## config.mk

```make
export PLATFORM = sky130hd
export DESIGN_NAME = systolic_operand_loader_flat
export DESIGN_NICKNAME = d
export VERILOG_FILES = /design/src/rtl/systolic_pkg.sv /design/src/rtl/systolic_operand_loader_if.sv /design/src/rtl/serial_frame_tx.sv /design/src/rtl/systolic_operand_loader.sv /design/src/flat_wrapper.sv
export SDC_FILE = /design/constraint.sdc
export NUM_CORES = 1
export LEC_CHECK = 0
export ABC_AREA = 1
export ABC_CLOCK_PERIOD_IN_PS = 5300
export BUFFER_PORTS_ARGS = -buffer_cell sky130_fd_sc_hd__buf_2
export CELL_PAD_IN_SITES_DETAIL_PLACEMENT = 1
export CELL_PAD_IN_SITES_GLOBAL_PLACEMENT = 1
export CORE_UTILIZATION = 40
export CTS_CLUSTER_DIAMETER = 40
export CTS_CLUSTER_SIZE = 12
export DETAILED_ROUTE_END_ITERATION = 10
export PLACE_DENSITY = 0.79
export RECOVER_POWER = 100
export SKIP_CTS_REPAIR_TIMING = 1
export SLEW_MARGIN = 15
export SYNTH_ARGS = -nofsm -noshare
export SYNTH_HDL_FRONTEND = slang
export SYNTH_HIERARCHICAL = 1
export SYNTH_SLANG_ARGS = --single-unit
```

## constraint.sdc

```tcl
create_clock -name clk -period 5.3 [get_ports clk]
set_input_delay 0.795 -clock clk [delete_from_list [all_inputs] [get_ports clk]]
set_output_delay 0.795 -clock clk [all_outputs]
set_load 0.01 [all_outputs]
```

## src/rtl/systolic_pkg.sv

```systemverilog
// Shared defaults, frame sizing and FSM state encoding for the systolic operand loader.
package systolic_pkg;

    localparam int unsigned DEF_DW      = 8;
    localparam int unsigned DEF_ROWS    = 4;
    localparam int unsigned DEF_COLS    = 4;
    localparam int unsigned DEF_K       = 4;
    localparam int unsigned DEF_CLK_DIV = 2;

    localparam int unsigned DEF_NA  = DEF_ROWS * DEF_K;
    localparam int unsigned DEF_NB  = DEF_K * DEF_COLS;
    localparam int unsigned DEF_A_W = DEF_NA * DEF_DW;
    localparam int unsigned DEF_B_W = DEF_NB * DEF_DW;

    typedef enum logic [1:0] {
        LOAD_A    = 2'd0,
        LOAD_B    = 2'd1,
        SEND      = 2'd2,
        WAIT_DONE = 2'd3
    } state_e;

    // Counter width able to index 0..n-1, never narrower than one bit.
    function automatic int unsigned cnt_width(input int unsigned n);
        return (n > 1) ? 32'($clog2(n)) : 32'd1;
    endfunction

endpackage

```

## src/rtl/systolic_operand_loader_if.sv

```systemverilog
// Element stream (valid/ready) carrying A then B matrix elements into the loader.
interface systolic_operand_loader_if #(
    parameter int unsigned DW = systolic_pkg::DEF_DW
);
    logic          in_valid;
    logic          in_ready;
    logic [DW-1:0] in_data;
    logic          in_last;

    modport master (output in_valid, output in_data, output in_last, input in_ready);
    modport slave  (input in_valid, input in_data, input in_last, output in_ready);
endinterface

```

## src/rtl/serial_frame_tx.sv

```systemverilog
// One serial link: shifts a frame out MSB first with a divided bit clock and a frame envelope.
module serial_frame_tx
    import systolic_pkg::*;
#(
    parameter int unsigned W       = DEF_A_W,
    parameter int unsigned CLK_DIV = DEF_CLK_DIV
) (
    input  logic         clk,
    input  logic         rst,
    input  logic         start,
    input  logic [W-1:0] frame,
    output logic         serial_data,
    output logic         serial_clk,
    output logic         frame_sync,
    output logic         done_c
);

    localparam int unsigned PHASES = 2 * CLK_DIV;
    localparam int unsigned PW     = cnt_width(PHASES);
    localparam int unsigned BW     = cnt_width(W);

    logic          active;
    logic [PW-1:0] phase;
    logic [BW-1:0] bit_cnt;
    logic [W-2:0]  shreg;
    logic          bit_end_c;

    assign bit_end_c = active && (phase == PW'(PHASES - 1));
    assign done_c    = bit_end_c && (bit_cnt == BW'(W - 1));

    // Data and sync only change at a bit boundary, i.e. the start of the low phase.
    always_ff @(posedge clk) begin
        if (rst) begin
            active      <= 1'b0;
            phase       <= '0;
            bit_cnt     <= '0;
            serial_data <= 1'b0;
            serial_clk  <= 1'b0;
            frame_sync  <= 1'b0;
        end else if (start) begin
            active      <= 1'b1;
            phase       <= '0;
            bit_cnt     <= '0;
            serial_data <= frame[W-1];
            serial_clk  <= 1'b0;
            frame_sync  <= 1'b1;
        end else if (done_c) begin
            active      <= 1'b0;
            phase       <= '0;
            bit_cnt     <= '0;
            serial_data <= 1'b0;
            serial_clk  <= 1'b0;
            frame_sync  <= 1'b0;
        end else if (bit_end_c) begin
            phase       <= '0;
            bit_cnt     <= bit_cnt + BW'(1);
            serial_data <= shreg[W-2];
            serial_clk  <= 1'b0;
        end else if (active) begin
            phase       <= phase + PW'(1);
            serial_clk  <= (phase + PW'(1)) >= PW'(CLK_DIV);
        end
    end

    // Remaining bits queue up behind the one currently on the wire.
    always_ff @(posedge clk) begin
        if (start) begin
            shreg <= frame[W-2:0];
        end else if (bit_end_c) begin
            shreg <= {shreg[W-3:0], 1'b0};
        end
    end

endmodule

```

## src/rtl/systolic_operand_loader.sv

```systemverilog
// Buffers A and B operand frames from an element stream, ships both over serial links,
// then requests a core start and waits for done.
module systolic_operand_loader
    import systolic_pkg::*;
#(
    parameter int unsigned DW      = DEF_DW,
    parameter int unsigned ROWS    = DEF_ROWS,
    parameter int unsigned COLS    = DEF_COLS,
    parameter int unsigned K       = DEF_K,
    parameter int unsigned CLK_DIV = DEF_CLK_DIV
) (
    input  logic                        clk,
    input  logic                        rst,
    systolic_operand_loader_if.slave    elem,
    output logic                        A_serial_data,
    output logic                        A_serial_clk,
    output logic                        A_frame_sync,
    output logic                        B_serial_data,
    output logic                        B_serial_clk,
    output logic                        B_frame_sync,
    output logic                        core_start,
    input  logic                        core_done,
    output logic                        busy,
    output logic                        err_last
);

    localparam int unsigned NA  = ROWS * K;
    localparam int unsigned NB  = K * COLS;
    localparam int unsigned A_W = NA * DW;
    localparam int unsigned B_W = NB * DW;
    localparam int unsigned ACW = cnt_width(NA);
    localparam int unsigned BCW = cnt_width(NB);

    state_e         state, state_d;
    logic [ACW-1:0] a_cnt, a_cnt_d;
    logic [BCW-1:0] b_cnt, b_cnt_d;
    logic [A_W-1:0] abuf, abuf_d;
    logic [B_W-1:0] bbuf, bbuf_d;
    logic           in_ready_q;
    logic           err_d;
    logic           accept_c;
    logic           start_c;
    logic           a_done_c;
    logic           b_done_c;
    logic           send_done_c;

    assign accept_c      = elem.in_valid & in_ready_q;
    assign elem.in_ready = in_ready_q;
    // The longer link finishes last and closes the SEND window.
    assign send_done_c   = (NA >= NB) ? a_done_c : b_done_c;

    // Next-state, load counters, buffer writes and in_last checking.
    always_comb begin
        state_d = state;
        a_cnt_d = a_cnt;
        b_cnt_d = b_cnt;
        abuf_d  = abuf;
        bbuf_d  = bbuf;
        err_d   = err_last;
        start_c = 1'b0;
        unique case (state)
            LOAD_A: begin
                if (accept_c) begin
                    abuf_d[32'(a_cnt) * DW +: DW] = elem.in_data;
                    if (elem.in_last) begin
                        err_d = 1'b1;
                    end
                    if (a_cnt == ACW'(NA - 1)) begin
                        a_cnt_d = '0;
                        state_d = LOAD_B;
                    end else begin
                        a_cnt_d = a_cnt + ACW'(1);
                    end
                end
            end
            LOAD_B: begin
                if (accept_c) begin
                    bbuf_d[32'(b_cnt) * DW +: DW] = elem.in_data;
                    if (elem.in_last != (b_cnt == BCW'(NB - 1))) begin
                        err_d = 1'b1;
                    end
                    if (b_cnt == BCW'(NB - 1)) begin
                        b_cnt_d = '0;
                        state_d = SEND;
                        start_c = 1'b1;
                    end else begin
                        b_cnt_d = b_cnt + BCW'(1);
                    end
                end
            end
            SEND: begin
                if (send_done_c) begin
                    state_d = WAIT_DONE;
                end
            end
            WAIT_DONE: begin
                if (core_done) begin
                    state_d = LOAD_A;
                end
            end
            default: begin
                state_d = LOAD_A;
            end
        endcase
    end

    // State and registered status outputs, all derived from next-state values.
    always_ff @(posedge clk) begin
        if (rst) begin
            state      <= LOAD_A;
            a_cnt      <= '0;
            b_cnt      <= '0;
            in_ready_q <= 1'b1;
            core_start <= 1'b0;
            busy       <= 1'b0;
            err_last   <= 1'b0;
        end else begin
            state      <= state_d;
            a_cnt      <= a_cnt_d;
            b_cnt      <= b_cnt_d;
            in_ready_q <= (state_d == LOAD_A) || (state_d == LOAD_B);
            core_start <= (state_d == WAIT_DONE);
            busy       <= !((state_d == LOAD_A) && (a_cnt_d == '0));
            err_last   <= err_d;
        end
    end

    // Operand buffers carry no reset; an abandoned frame is simply overwritten.
    always_ff @(posedge clk) begin
        abuf <= abuf_d;
        bbuf <= bbuf_d;
    end

    // B frame taps the next-value buffer so the final element, accepted on the start edge, is included.
    serial_frame_tx #(
        .W       (A_W),
        .CLK_DIV (CLK_DIV)
    ) u_a_tx (
        .clk         (clk),
        .rst         (rst),
        .start       (start_c),
        .frame       (abuf_d),
        .serial_data (A_serial_data),
        .serial_clk  (A_serial_clk),
        .frame_sync  (A_frame_sync),
        .done_c      (a_done_c)
    );

    serial_frame_tx #(
        .W       (B_W),
        .CLK_DIV (CLK_DIV)
    ) u_b_tx (
        .clk         (clk),
        .rst         (rst),
        .start       (start_c),
        .frame       (bbuf_d),
        .serial_data (B_serial_data),
        .serial_clk  (B_serial_clk),
        .frame_sync  (B_frame_sync),
        .done_c      (b_done_c)
    );

endmodule

```

## src/flat_wrapper.sv

```systemverilog
// flat-port wrapper written by rule: the top's interface ports become plain ports
module systolic_operand_loader_flat import systolic_pkg::*;
#(
    parameter int unsigned DW      = DEF_DW,
    parameter int unsigned ROWS    = DEF_ROWS,
    parameter int unsigned COLS    = DEF_COLS,
    parameter int unsigned K       = DEF_K,
    parameter int unsigned CLK_DIV = DEF_CLK_DIV
)
  (clk, rst, A_serial_data, A_serial_clk, A_frame_sync, B_serial_data, B_serial_clk, B_frame_sync, core_start, core_done, busy, err_last, elem_in_valid, elem_in_data, elem_in_last, elem_in_ready);
  systolic_operand_loader_if #(.DW(DW)) elem_i ();
  input  logic clk;
  input  logic rst;
  output logic A_serial_data;
  output logic A_serial_clk;
  output logic A_frame_sync;
  output logic B_serial_data;
  output logic B_serial_clk;
  output logic B_frame_sync;
  output logic core_start;
  input  logic core_done;
  output logic busy;
  output logic err_last;
  input wire logic [$bits(elem_i.in_valid)-1:0] elem_in_valid;
  input wire logic [$bits(elem_i.in_data)-1:0] elem_in_data;
  input wire logic [$bits(elem_i.in_last)-1:0] elem_in_last;
  output wire logic [$bits(elem_i.in_ready)-1:0] elem_in_ready;
  assign elem_i.in_valid = elem_in_valid;
  assign elem_i.in_data = elem_in_data;
  assign elem_i.in_last = elem_in_last;
  assign elem_in_ready = elem_i.in_ready;
  systolic_operand_loader #(.DW(DW), .ROWS(ROWS), .COLS(COLS), .K(K), .CLK_DIV(CLK_DIV)) u_core (.clk(clk), .rst(rst), .elem(elem_i), .A_serial_data(A_serial_data), .A_serial_clk(A_serial_clk), .A_frame_sync(A_frame_sync), .B_serial_data(B_serial_data), .B_serial_clk(B_serial_clk), .B_frame_sync(B_frame_sync), .core_start(core_start), .core_done(core_done), .busy(busy), .err_last(err_last));
endmodule
```

; Yosys cells after proc, flatten, opt, wreduce, memory -nomap -nowiden
; Cells that the tools add are included.
[word_totals]
reg_bits = 548
out_inout_bits = 10
[op_classes]
addsub = 8
n_lt_le_gt_ge = 2
n_eq_ne = 16
n_shift = 4
muxes = 39
bitwise_logic = 1
n_reduce_logical = 23
[ops]
columns = cell, n
row1 = $mux 128, 4
row2 = $mux 127, 4
row3 = $bwmux 128, 2
row4 = $shift 8x34->128 const A, 2
row5 = $shiftx 8x34->128, 2
row6 = $neg 7->34, 2
row7 = $mux 1, 17
row8 = $mux 4, 4
row9 = $add 7x1->7 const B, 2
row10 = $eq 7x7->1 const B, 2
row11 = $mux 2, 6
row12 = $eq 2x2->1 const B, 5
row13 = $reduce_bool 2->1, 5
row14 = $add 4x1->4 const B, 2
row15 = $eq 4x4->1 const B, 2
row16 = $pmux 2 s4, 1
row17 = $reduce_or 4->1, 2
row18 = $ne 2x1->1 const B, 3
row19 = $reduce_bool 3->1, 2
row20 = $reduce_or 3->1, 2
row21 = $logic_and 1x1->1, 5
row22 = $reduce_and 5->1, 1
row23 = $add 2x1->2 const B, 2
row24 = $eq 2x1->1 const B, 2
row25 = 10 further kinds, 12

; Longest topological paths before layout
[depth]
word_depth = 8
mapped_depth = 16
mapped_depth_nobuf = 14

; Hierarchy
; The synthesis kept the hierarchy.
[by_module_without_submodules]
columns = module, n_inst, cells_per_inst, area_each_um2, seq_area_each_um2
row1 = serial_frame_tx, 2, 600, 5925.7, 4033.9
row2 = systolic_operand_loader, 1, 1492, 10969.3, 5405.2

; Worst setup path after synthesis
; Ideal clock, no wire load.
[synth_timing]
path_type = input to register
start = input port elem_in_valid
end = register u_core.u_a_tx.shreg[0] (enable)
t_arrival_ns = 4.449
setup_slack_ns = 0.359
stages = 7
path_buffers = 1
cell_sequence = nand2_2 > nor2_1 > nand2_1 > nor2_1 > inv_1 > buf_2 > nand2_1
[synth_via]
elab_chain_cells = 4
[synth_rtl]
columns = element, line_no
row1 = start: declaration, flat_wrapper.sv:24  ; input wire logic [$bits(elem_i.in_valid)-1:0] elem_in_valid;
row2 = $and 1x1->1, systolic_operand_loader.sv:47  ; assign accept_c = elem.in_valid & in_ready_q;
row3 = $mux 1, systolic_operand_loader.sv:77  ; if (accept_c) begin
row4 = $mux 1, systolic_operand_loader.sv:61  ; unique case (state)
row5 = net u_core.start_c, systolic_operand_loader.sv:42  ; logic start_c;
row6 = $reduce_bool 2->1 (no line), --
row7 = end signal: assignment, serial_frame_tx.sv:68  ; shreg <= frame[W-2:0];
row8 = end signal: assignment, serial_frame_tx.sv:70  ; shreg <= {shreg[W-3:0], 1'b0};
row9 = end: declaration, serial_frame_tx.sv:25  ; logic [W-2:0] shreg;
; The timed path passes the listed nets, and every way through them passes these cells.
; A chain may end at the register's enable or synchronous reset.

; Worst setup path after layout
[layout_timing]
start = register u_core.b_cnt[0]
end = register u_core.u_a_tx.shreg[44] (enable)
[layout_via]
elab_chain_cells = 5
[layout_rtl]
columns = element, line_no
row1 = start: declaration, systolic_operand_loader.sv:36  ; logic [BCW-1:0] b_cnt, b_cnt_d;
row2 = start signal: assignment, systolic_operand_loader.sv:120  ; b_cnt <= b_cnt_d;
row3 = $eq 4x4->1, systolic_operand_loader.sv:82  ; if (b_cnt == BCW'(NB - 1)) begin
row4 = $mux 1, systolic_operand_loader.sv:82
row5 = $mux 1, systolic_operand_loader.sv:77
row6 = $mux 1, systolic_operand_loader.sv:61
row7 = net u_core.start_c, systolic_operand_loader.sv:42
row8 = $reduce_bool 2->1 (no line), --
; The timed path passes the listed nets, and every way through them passes these cells.

==> results.toml <==
[timing]
final-hold-violation-count = 0
worst_pin_slew_ns = 2.29
final.min_clock_period_ns = 4.40
fin_worst_skew_ns = 0.0219
fmax_ghz = 0.227
setup_violations = 0
maxSlewViolCount = 229
slew_headroom_pct = -52.5
setup-tns-final_ns = 0
grt_setup_unrepaired = "no"
period_share_pct = 83.1

[worst_setup_path]
r2r_slack_ns = 0.90
crit_required_ns = 5.54
worstReg2RegStart = "u_core/b_cnt[0]$_SDFFE_PP0P_"
cp-start-kind = "flop"
crit_arrival_ns = 4.65
crit_fanout = 93
worstSetupEndpointType = "flop"
critPathKind = "flop to flop"
reg2reg_depth = 6
r2r-end = "u_core/u_a_tx/shreg[44]$_DFFE_PP_"

[clock_network]
cts_tree = "yes"
clk_pin_slew_ns = 0.06
clk-insertion-delay-late_ns = 0.63
clockBufferDepth = 3
h-tree-depth = 3
root_buffer = "clkbuf_16"
cts_made_buffers = 84
cts.sink_count = 546

[floorplanning]
core_um2 = 56400
boundaryPins = 23
die_h_um = 241
dieArea_um2 = 58000
start_util_pct = 40.5
core.rowCount = 87
die_x_um = 241

[route]
first_pass_iters = 5
drt.antenna.violating_nets = 0
viasPerCell = 4.95
wl_per_cell_um = 17.1
vias = 17457
drt_wl_total_um = 60100
route.detailed.drc = 0
drt_iter0_markers = 1040

[power]
power.leakage_nw = 11.1
power_density_nw_per_um2 = 400
ir_worst_vdd_uv = 233

[run_status]
status = "complete, but fails checks"
violations = "max-capacitance violations, max-slew violations"

[yosys]
avgSynthCellArea_um2 = 8.48
ys_warn_count = 6
syn_area_um2 = 22800
synth_cells = 2691
synth_nets = 2714

[worst_hold_path]
hold_path_class = "flop to flop"
min_from = "u_core/bbuf[122]$_DFF_P_"
hold_path_end = "u_core/bbuf[122]$_DFF_P_"
hold_depth = 2

[run]
cap_viol_max_count = 2

[global_routing]
grt_pass1_wl_um = 97700
grt_remaining_overflow = 0
grt_max_degree = 192
antenna_found_initial = 0
grtUsageTotal_pct = 21.3
grt_pass1_vias = 18744

[final_layout]
drive_gt1_share_pct = 7.80
n_antenna_cell = 0
area_growth_pct = 14.2
nFillCells = 6698
final_core_util_pct = 46.2
nNetsFinal = 2720
finalInstanceArea_um2 = 26100

[placed_design]
routabilityCongestion = 0.820
portBuffers = 22
hpwl_um = 36200
placed_cell_area_um2 = 23500
-- where the power goes --
part           leakage [nW]  switching [mW]  internal [mW]
sequential             4.13          0.0239           4.45
clock                  1.38            2.10           3.54
combinational          5.54           0.240         0.0743
total                  11.1            2.37           8.06
-- layer usage --
| metal | vias up | global-route usage, % | part of all wire [%] |
|---|---|---|---|
| met5 | - | 0 | 0 |
| met4 | 0 | 7.33 | 2.3 |
| met3 | 97 | 3.87 | 3.9 |
| met2 | 274 | 36.5 | 49 |
| met1 | 8613 | 26.8 | 45 |
| li1 | 8473 | - | - |
-- stage by stage --
stage | total power [mW] | hold WS [ns] | instances | setup WS [ns]
after CTS | 10.5 | 0.452 | 3525 | 1.52
after global placement | 4.86 | 0.425 | 3367 | 1.86
after detailed placement | 4.89 | 0.435 | 3367 | 1.65
after global routing | 10.8 | 0.476 | 3525 | 0.585
after floorplan | 4.77 | 0.416 | 2691 | 0.359
final | 10.4 | 0.452 | 3525 | 0.898
-- layout make-up --
cell class	count	area (um2)	share of cell area [%]
sequential	546	13500	51.7
multi-input combinational	1719	7370	28.3
clock buffer	102	2260	8.68
inverter	311	1170	4.50
tap	756	946	3.63
clock inverter	56	642	2.46
timing repair buffer	35	196	0.754
-- worst max-delay path: stages, from the launching register on --
cell     delay (ns)
dfxtp_1        0.58
ha_1           0.26
nand3_1        0.27
nor2_1         0.47
inv_4          0.37
nand2_1        1.41
buf_12         0.54
-- how the worst max path moves through the flow --
| stage | from | to | slack (ns) |
|---|---|---|---|
| 3_5_place_dp | u_core/b_cnt[0]$_SDFFE_PP0P_ | u_core/u_b_tx/shreg[26]$_DFFE_PP_ | 1.65 |
| 5_1_grt | u_core/b_cnt[0]$_SDFFE_PP0P_ | u_core/u_a_tx/shreg[73]$_DFFE_PP_ | 0.58 |
| 3_3_place_gp | u_core/b_cnt[0]$_SDFFE_PP0P_ | u_core/u_b_tx/shreg[31]$_DFFE_PP_ | 1.86 |
| 4_1_cts | u_core/b_cnt[0]$_SDFFE_PP0P_ | u_core/u_b_tx/shreg[26]$_DFFE_PP_ | 1.52 |
| 6_report | u_core/b_cnt[0]$_SDFFE_PP0P_ | u_core/u_a_tx/shreg[44]$_DFFE_PP_ | 0.90 |
| 2_1_floorplan | elem_in_valid | u_core/u_a_tx/shreg[0]$_SDFFCE_PN0P_ | 0.36 |
-- state kept, by name, indices dropped and copies added, names as in the netlist --
register / flops
u_core/abuf: 128
u_core/u_b_tx/active: 1
u_core/u_b_tx/serial_clk: 1
u_core/u_a_tx/serial_data: 1
u_core/u_b_tx/bit_cnt: 7
u_core/a_cnt: 4
u_core/err_last: 1
u_core/busy: 1
u_core/u_a_tx/active: 1
u_core/state: 2
u_core/u_b_tx/serial_data: 1
u_core/bbuf: 128
u_core/core_start: 1
u_core/b_cnt: 4
u_core/u_b_tx/phase: 1
u_core/u_b_tx/shreg: 127
u_core/u_a_tx/bit_cnt: 7
u_core/u_a_tx/phase: 1
u_core/u_a_tx/serial_clk: 1
u_core/elem.in_ready: 1
u_core/u_a_tx/shreg: 127
-- cell usage in the layout, fill, tap and decap left out, types with 3 or more instances in the layout --
master	n
a21oi_1	12
clkbuf_1	25
nor2_2	9
inv_2	8
nand4_1	56
clkinvlp_4	14
clkinv_1	5
inv_6	11
clkinv_2	5
dfxtp_1	292
o21ai_1	4
nand3_1	90
o21ai_0	163
nand2_4	3
nand2_2	7
clkbuf_16	87
clkinv_4	10
xor2_1	5
inv_1	300
ha_1	10
nand3_2	5
bufinv_16	9
buf_4	7
nor2_1	56
edfxtp_1	254
clkbuf_8	3
nand2_1	1250
nor3_1	19
nor2_4	5
xnor2_1	5
buf_2	12
Power figures use the tool's default switching activity.
